File: src/rtl/soml_pkg.sv
`default_nettype none
// ============================================================================
//  Module      : soml_pkg
//  Description : Shared SOML decoder definitions: datapath defaults, PAM-4
//                slicing thresholds and levels (Q7.8), symbol encoding and
//                the min-search FSM state type.
//  Revision    : 1.0  initial release
// ============================================================================
package soml_pkg;

    // Datapath defaults for the xI1 stream (Q7.8, signed)
    localparam int DW_DEF   = 16;
    localparam int FRAC_DEF = 8;
    localparam int ERRW     = DW_DEF + 1;

    // Slicing thresholds in Q7.8
    localparam logic signed [ERRW-1:0] THR_NEG  = -17'sd512;
    localparam logic signed [ERRW-1:0] THR_ZERO =  17'sd0;
    localparam logic signed [ERRW-1:0] THR_POS  =  17'sd512;

    // PAM-4 reconstruction levels in Q7.8
    localparam logic signed [ERRW-1:0] LVL_M3 = -17'sd768;
    localparam logic signed [ERRW-1:0] LVL_M1 = -17'sd256;
    localparam logic signed [ERRW-1:0] LVL_P1 =  17'sd256;
    localparam logic signed [ERRW-1:0] LVL_P3 =  17'sd768;

    // Symbol encoding: 0=-3, 1=-1, 2=+1, 3=+3
    typedef enum logic [1:0] {
        SYM_M3 = 2'd0,
        SYM_M1 = 2'd1,
        SYM_P1 = 2'd2,
        SYM_P3 = 2'd3
    } pam4_sym_t;

    // Block-level control of the min search
    typedef enum logic [1:0] {
        ST_ACCEPT = 2'd0,
        ST_DRAIN  = 2'd1,
        ST_HOLD   = 2'd2
    } state_t;

endpackage : soml_pkg
`default_nettype wire

File: src/rtl/xi1_min_search_slicer.sv
`default_nettype none
// ============================================================================
//  Module      : pam4_slicer
//  Description : Combinational hard slicer. Maps a Q7.8 sample to the nearest
//                PAM-4 level and returns the symbol and the signed slicing
//                error (sample minus level), one bit wider than the input.
//  Revision    : 1.0  initial release
// ============================================================================
module pam4_slicer
    import soml_pkg::*;
#(
    parameter int DW = DW_DEF
) (
    input  logic [DW-1:0]        in_xI1,
    output logic [1:0]           sym,
    output logic signed [DW:0]   err
);

    logic signed [DW:0] x_ext;
    logic signed [DW:0] level;

    // Sign-extend so the error cannot overflow for any input
    assign x_ext = $signed({in_xI1[DW-1], in_xI1});

    // Decide the nearest level; boundaries belong to the upper region
    always_comb begin
        sym   = SYM_P1;
        level = LVL_P1;
        if (x_ext < THR_NEG) begin
            sym   = SYM_M3;
            level = LVL_M3;
        end else if (x_ext < THR_ZERO) begin
            sym   = SYM_M1;
            level = LVL_M1;
        end else if (x_ext >= THR_POS) begin
            sym   = SYM_P3;
            level = LVL_P3;
        end
    end

    assign err = x_ext - level;

endmodule : pam4_slicer
`default_nettype wire

File: src/rtl/xi1_min_search.sv
`default_nettype none
// ============================================================================
//  Module      : xi1_min_search
//  Description : Slices a block of NCAND xI1 candidates to PAM-4, squares the
//                slicing error and reports the lowest-error candidate (index,
//                symbol, error) once per block over a valid/ready handshake.
//                Pipeline: S1 slice/error, S2 square, S3 tracker update.
//  Revision    : 1.0  initial release
// ============================================================================
module xi1_min_search
    import soml_pkg::*;
#(
    parameter int DW    = DW_DEF,
    parameter int FRAC  = FRAC_DEF,
    parameter int NCAND = 16,
    parameter int IDXW  = 4
) (
    input  logic              clk,
    input  logic              rst,        // asynchronous, active-low
    input  logic              in_valid,
    output logic              in_ready,
    input  logic [DW-1:0]     in_xI1,
    output logic              out_valid,
    input  logic              out_ready,
    output logic [IDXW-1:0]   out_idx,
    output logic [1:0]        out_sym,
    output logic [31:0]       out_err
);

    localparam logic [IDXW-1:0] LAST_IDX = IDXW'(NCAND - 1);
    // Levels and thresholds come from the package and assume Q.8 scaling
    localparam int FRAC_CHK = FRAC;

    state_t state, state_nxt;

    logic [IDXW-1:0]    cnt;
    logic               accept;
    logic               last_in;

    logic [1:0]         slc_sym;
    logic signed [DW:0] slc_err;

    logic               s1_valid, s1_last;
    logic [IDXW-1:0]    s1_idx;
    logic [1:0]         s1_sym;
    logic signed [DW:0] s1_err;
    logic signed [31:0] s1_err_ext;

    logic               s2_valid, s2_last;
    logic [IDXW-1:0]    s2_idx;
    logic [1:0]         s2_sym;
    logic [31:0]        s2_sq;

    logic               s3_last;
    logic [IDXW-1:0]    trk_idx;
    logic [1:0]         trk_sym;
    logic [31:0]        trk_err;

    logic               load_out;

    assign in_ready  = (state == ST_ACCEPT);
    assign out_valid = (state == ST_HOLD);
    assign accept    = in_valid && in_ready;
    assign last_in   = (cnt == LAST_IDX) && (FRAC_CHK >= 0);
    assign load_out  = (state == ST_DRAIN) && s3_last;

    pam4_slicer #(
        .DW (DW)
    ) u_slicer (
        .in_xI1 (in_xI1),
        .sym    (slc_sym),
        .err    (slc_err)
    );

    // Arrival-order index of the next accepted candidate
    always_ff @(posedge clk or negedge rst) begin
        if (!rst) begin
            cnt <= '0;
        end else if ((state == ST_HOLD) && out_ready) begin
            cnt <= '0;
        end else if (accept) begin
            cnt <= last_in ? '0 : cnt + IDXW'(1);
        end
    end

    // S1: register slicer result with its index and end-of-block tag
    always_ff @(posedge clk or negedge rst) begin
        if (!rst) begin
            s1_valid <= 1'b0;
            s1_last  <= 1'b0;
            s1_idx   <= '0;
            s1_sym   <= '0;
            s1_err   <= '0;
        end else begin
            s1_valid <= accept;
            if (accept) begin
                s1_last <= last_in;
                s1_idx  <= cnt;
                s1_sym  <= slc_sym;
                s1_err  <= slc_err;
            end
        end
    end

    // |e| <= 33536 so the square stays below 2^31 and a 32-bit product is exact
    assign s1_err_ext = 32'(s1_err);

    // S2: square the error
    always_ff @(posedge clk or negedge rst) begin
        if (!rst) begin
            s2_valid <= 1'b0;
            s2_last  <= 1'b0;
            s2_idx   <= '0;
            s2_sym   <= '0;
            s2_sq    <= '0;
        end else begin
            s2_valid <= s1_valid;
            if (s1_valid) begin
                s2_last <= s1_last;
                s2_idx  <= s1_idx;
                s2_sym  <= s1_sym;
                s2_sq   <= s1_err_ext * s1_err_ext;
            end
        end
    end

    // S3: index 0 always seeds the tracker; strict less-than keeps the lowest index on ties
    always_ff @(posedge clk or negedge rst) begin
        if (!rst) begin
            s3_last <= 1'b0;
            trk_idx <= '0;
            trk_sym <= '0;
            trk_err <= '0;
        end else begin
            s3_last <= s2_valid && s2_last;
            if (s2_valid && ((s2_idx == '0) || (s2_sq < trk_err))) begin
                trk_idx <= s2_idx;
                trk_sym <= s2_sym;
                trk_err <= s2_sq;
            end
        end
    end

    // Result registers capture the tracker once the block's last update has landed
    always_ff @(posedge clk or negedge rst) begin
        if (!rst) begin
            out_idx <= '0;
            out_sym <= '0;
            out_err <= '0;
        end else if (load_out) begin
            out_idx <= trk_idx;
            out_sym <= trk_sym;
            out_err <= trk_err;
        end
    end

    // FSM state register
    always_ff @(posedge clk or negedge rst) begin
        if (!rst) begin
            state <= ST_ACCEPT;
        end else begin
            state <= state_nxt;
        end
    end

    // FSM next-state logic
    always_comb begin
        state_nxt = state;
        case (state)
            ST_ACCEPT: if (accept && last_in) state_nxt = ST_DRAIN;
            ST_DRAIN:  if (s3_last)           state_nxt = ST_HOLD;
            ST_HOLD:   if (out_ready)         state_nxt = ST_ACCEPT;
            default:                          state_nxt = ST_ACCEPT;
        endcase
    end

endmodule : xi1_min_search
`default_nettype wire

File: config.mk
export PLATFORM = sky130hd
export DESIGN_NAME = xi1_min_search
export DESIGN_NICKNAME = d
export VERILOG_FILES = /design/src/rtl/soml_pkg.sv /design/src/rtl/xi1_min_search_slicer.sv /design/src/rtl/xi1_min_search.sv
export SDC_FILE = /design/constraint.sdc
export NUM_CORES = 1
export LEC_CHECK = 0
export ABC_AREA = 1
export BUFFER_PORTS_ARGS = -buffer_cell sky130_fd_sc_hd__buf_2
export CORE_ASPECT_RATIO = 1.25
export CORE_MARGIN = 2
export CORE_UTILIZATION = 70
export CTS_BUF_LIST = sky130_fd_sc_hd__clkbuf_8
export CTS_CLUSTER_SIZE = 25
export DETAILED_ROUTE_END_ITERATION = 10
export GPL_TIMING_DRIVEN = 0
export PLACE_DENSITY_LB_ADDON = 0.08
export SLEW_MARGIN = 20
export SYNTH_ARGS = -nofsm -noshare
export SYNTH_HDL_FRONTEND = slang
export SYNTH_SLANG_ARGS = --single-unit
File: constraint.sdc
create_clock -name clk -period 14.8 [get_ports clk]
set_clock_uncertainty 0.1 [all_clocks]
set_input_delay 1.48 -clock clk [delete_from_list [all_inputs] [get_ports clk]]
set_output_delay 1.48 -clock clk [all_outputs]
set_load 0.02 [all_outputs]
==> summary.md <==
| Metric | Value |
|---|---|
| Crit-path leading delay family | adder cells |
| CP Max Fanout | 10 |
| RR Startpoint | s1_err[7] |
| Io pins | 60 |
| Syn avg cell area | 8.20 sq um |
| Worst Hold End | trk_err[24] |
| Top_reg_cell synth | dfrtp_1 |
| Via/cell ratio | roughly 5.3 |
| Row cnt | 63 |
| RSZ-0062 raised after global routing | no |
| Max stage delay on crit path | 0.71 ns |
| Clock buffer count from CTS | 17 |
| GRT overflow | 0 |
| Final period util | 0.476 |
| Hold slack | roughly 0.38 ns |
| ANT nets after route | 0 |
| TritonCTS clock tree | built |
| Hold Crit Depth | 2 |
| Reg2Reg Setup Slack | 7.75 ns |
| Worst-Skew Late Latency | 0.48 ns |
| Drt wl/cell | 16.8 microns |
| Pin count of the biggest net entering global routing | 105 |
| Ant. Diodes | 0 |
| HPWL Detailed | between 30000 and 40000 microns |
| Synthesized area | 0.0170 sq mm |
| Dpl ws | 7.82 ns |
| Hold Vio Cnt, Final | 0 |
| Area leader, netlist | fa_1 |
| CTS max path bufs | 2 |
| Worst-margin pin slew | 0.807 ns |
| Crit path time final | 7.05 ns |
| Worst path bufs/invs | 5 |
| Die H | 178 microns |
| Yosys reg bits | 145 |
| Final Routed Wirelength | 41700 microns |
| Drt initial violations | between 700 and 800 |
| CP Data Required Time | ~15 ns |
| Post-synth EDFFs | 0 |
| Most frequent cell after synthesis | inv_1 |
| Vias | 13286 |
| Top cells by area, synth | fa_1 (30%), dfrtp_1 (21%), inv_1 (12%), nand2_1 (12%), ha_1 (9.2%) |
| Worst path arrival time | 7.31 ns |
| Distinct cells, synth | 46 |
| Slowest cell on the critical path | fa_1 |
| Max Slew Vio Count | 0 |
| GP Congestion | 0.973 |
| Die width | 143 microns |
| Post-synthesis sequential area ratio | 0.214 |
| Layout cells sized above 1 | 0.0675 |
| Area Growth Syn to Fin | 6.89% |
| Mapped Cells | 2071 |
| Clk slew on worst S/H paths | 0.09 ns |
| Clk root buf | clkbuf_8 |
| Vias in the first global route | 14302 |
| First-pass DRT Iterations | 7 |
| Cells along the critical path | clkbuf_1, clkbuf_1, nand2_1, fa_1, fa_1, inv_1, fa_1, fa_1, fa_1, inv_1, fa_1, inv_1, ha_1, nand2_1, nor2_1, nand2_1, nor4_1, nand2_1, nand3_1, nand2_1, nand3_1, nand2_1 |
| Final Worst Setup Slack | about 7.8 ns |
| CP Launch Type | flip-flop |
| Hold buffer count at cts | 0 |
| Fmax | 142 MHz |
| Filler cells | 1835 |
| Synth warn | 0 |
| Endpoints failing setup | 0 |
| Final core utilization | 0.763 |
| Hold Crit Class | flip-flop to flip-flop |
| H-tree depth | 4 |
| Reg2Reg Depth | 22 |
| Resized Gates After CTS | 0 |
| Clock sinks | 145 |
| Crit end category | flip-flop |
| Max cap viols | 0 |
| Core ar. | 0.0238 sq mm |
| Outcome | finished clean |
| I/O Buffers | 58 |
| Drt drc | 0 |
| Setup bufs post-CTS | 0 |
| Setup_tns | 0 ns |
| Slew HR | 0.462 |
| Synth top area share | 0.302 |
| Net count, final | around 2600 |
| First-pass GRT wire length | about 69000 microns |
| Synthesized Nets | 2472 |
| RR Endpoint | s2_sq[27] |
| Critical path class | flip-flop to flip-flop |
| Die area | about 0.026 sq mm |
| Initial antenna violation count | 0 |
| Most common library cells after synthesis | inv_1 (550), nand2_1 (539), fa_1 (256) |
| Ys async rst share | 1.00 |
| Worst hold start | trk_err[24] |
| All-layer global routing usage | 0.355 |
| Initial Util | 0.713 |
==> state kept, by name, indices dropped and copies added, names as in the netlist, 4 cells and up <==
| name | cells |
|---|---|
| out_err | 31 |
| trk_idx | 4 |
| s1_idx | 4 |
| s2_sq | 31 |
| s2_idx | 4 |
| cnt | 4 |
| out_idx | 4 |
| s1_err | 17 |
| trk_err | 31 |
==> how the worst max path moves through the flow <==
stage	start	end	slack [ns]	cells past startpoint
floorplan	s1_err[16]	s2_sq[27]	9.04	23
global placement	s1_err[7]	s2_sq[27]	7.89	22
detailed placement	s1_err[10]	s2_sq[31]	7.82	23
CTS	s1_err[10]	s2_sq[31]	7.79	23
global route	s1_err[7]	s2_sq[27]	7.46	22
finish	s1_err[7]	s2_sq[27]	7.75	22
==> placed cells by master, fill, tap and decap left out, drive strengths merged <==
cell	instances
o22ai	3
a31o	1
inv	558
nand2	542
o21bai	9
bufinv	3
mux2	7
a21o	5
o21ai	78
dfrtp	145
xor2	9
a22o	1
a31oi	2
ha	125
xnor2	13
o31ai	3
a21oi	48
clkinv	4
conb	1
nor3	9
o21a	1
nand3b	3
nand4	18
nor2	68
buf	76
nand3	94
nor4	2
or2	6
a221oi	2
a22oi	1
fa	256
clkinvlp	1
clkbuf	68
==> cells by family (layout without fill, tap and decap cells) <==
kind of cell | Yosys count | after routing | share of synthesized area
XOR/XNOR | 22 | 22 | 0.0113
flip-flops | 145 | 145 | 0.214
AND/OR/NAND/NOR | 742 | 742 | 0.183
multiplexers | 7 | 7 | 0.00464
adder cells (fa/ha/maj) | 381 | 381 | 0.394
other | 1 | 1 | 0.000221
buffers and inverters | 619 | 710 | 0.143
AO/OA/AOI/OAI | 154 | 154 | 0.0499
==> routing by layer <==
layer  GRT usage  vias to the layer above  wire, microns
li1            -                     6244              -
met1       0.410                     6460          15600
met2       0.638                      442          21500
met3      0.0392                      140           2290
met4       0.202                        0           2330
met5           0                        -              0
==> stage by stage <==
step                std cells  cell area (sq um)
global placement         2454              17700
CTS                      2487              18200
finish                   2487              18200
floorplan                2071              17000
global route             2487              18200
detailed placement       2455              17700
==> cell type report <==
class	count	area, sq um	area share
sequential	145	3630	0.200
clock inverter	13	174	0.00958
timing repair buffer	59	328	0.0181
inverter	553	2080	0.114
buffer	66	359	0.0198
tap	325	407	0.0224
clock buffer	19	262	0.0144
multi-input combinational	1307	10900	0.602
==> worst register-to-register path, stage by stage, from the launching register on <==
cell and delay [ns]:
dfrtp_1 0.42, clkbuf_1 0.64, clkbuf_1 0.58, nand2_1 0.14, fa_1 0.52, fa_1 0.71, inv_1 0.20, fa_1 0.45
fa_1 0.52, fa_1 0.49, inv_1 0.05, fa_1 0.54, inv_1 0.05, ha_1 0.40, nand2_1 0.11, nor2_1 0.24
nand2_1 0.13, nor4_1 0.20, nand2_1 0.15, nand3_1 0.09, nand2_1 0.05, nand3_1 0.08, nand2_1 0.06
Power is not shown: default switching activity piles up to over one toggle a cycle in this logic, so the estimate is an artifact.
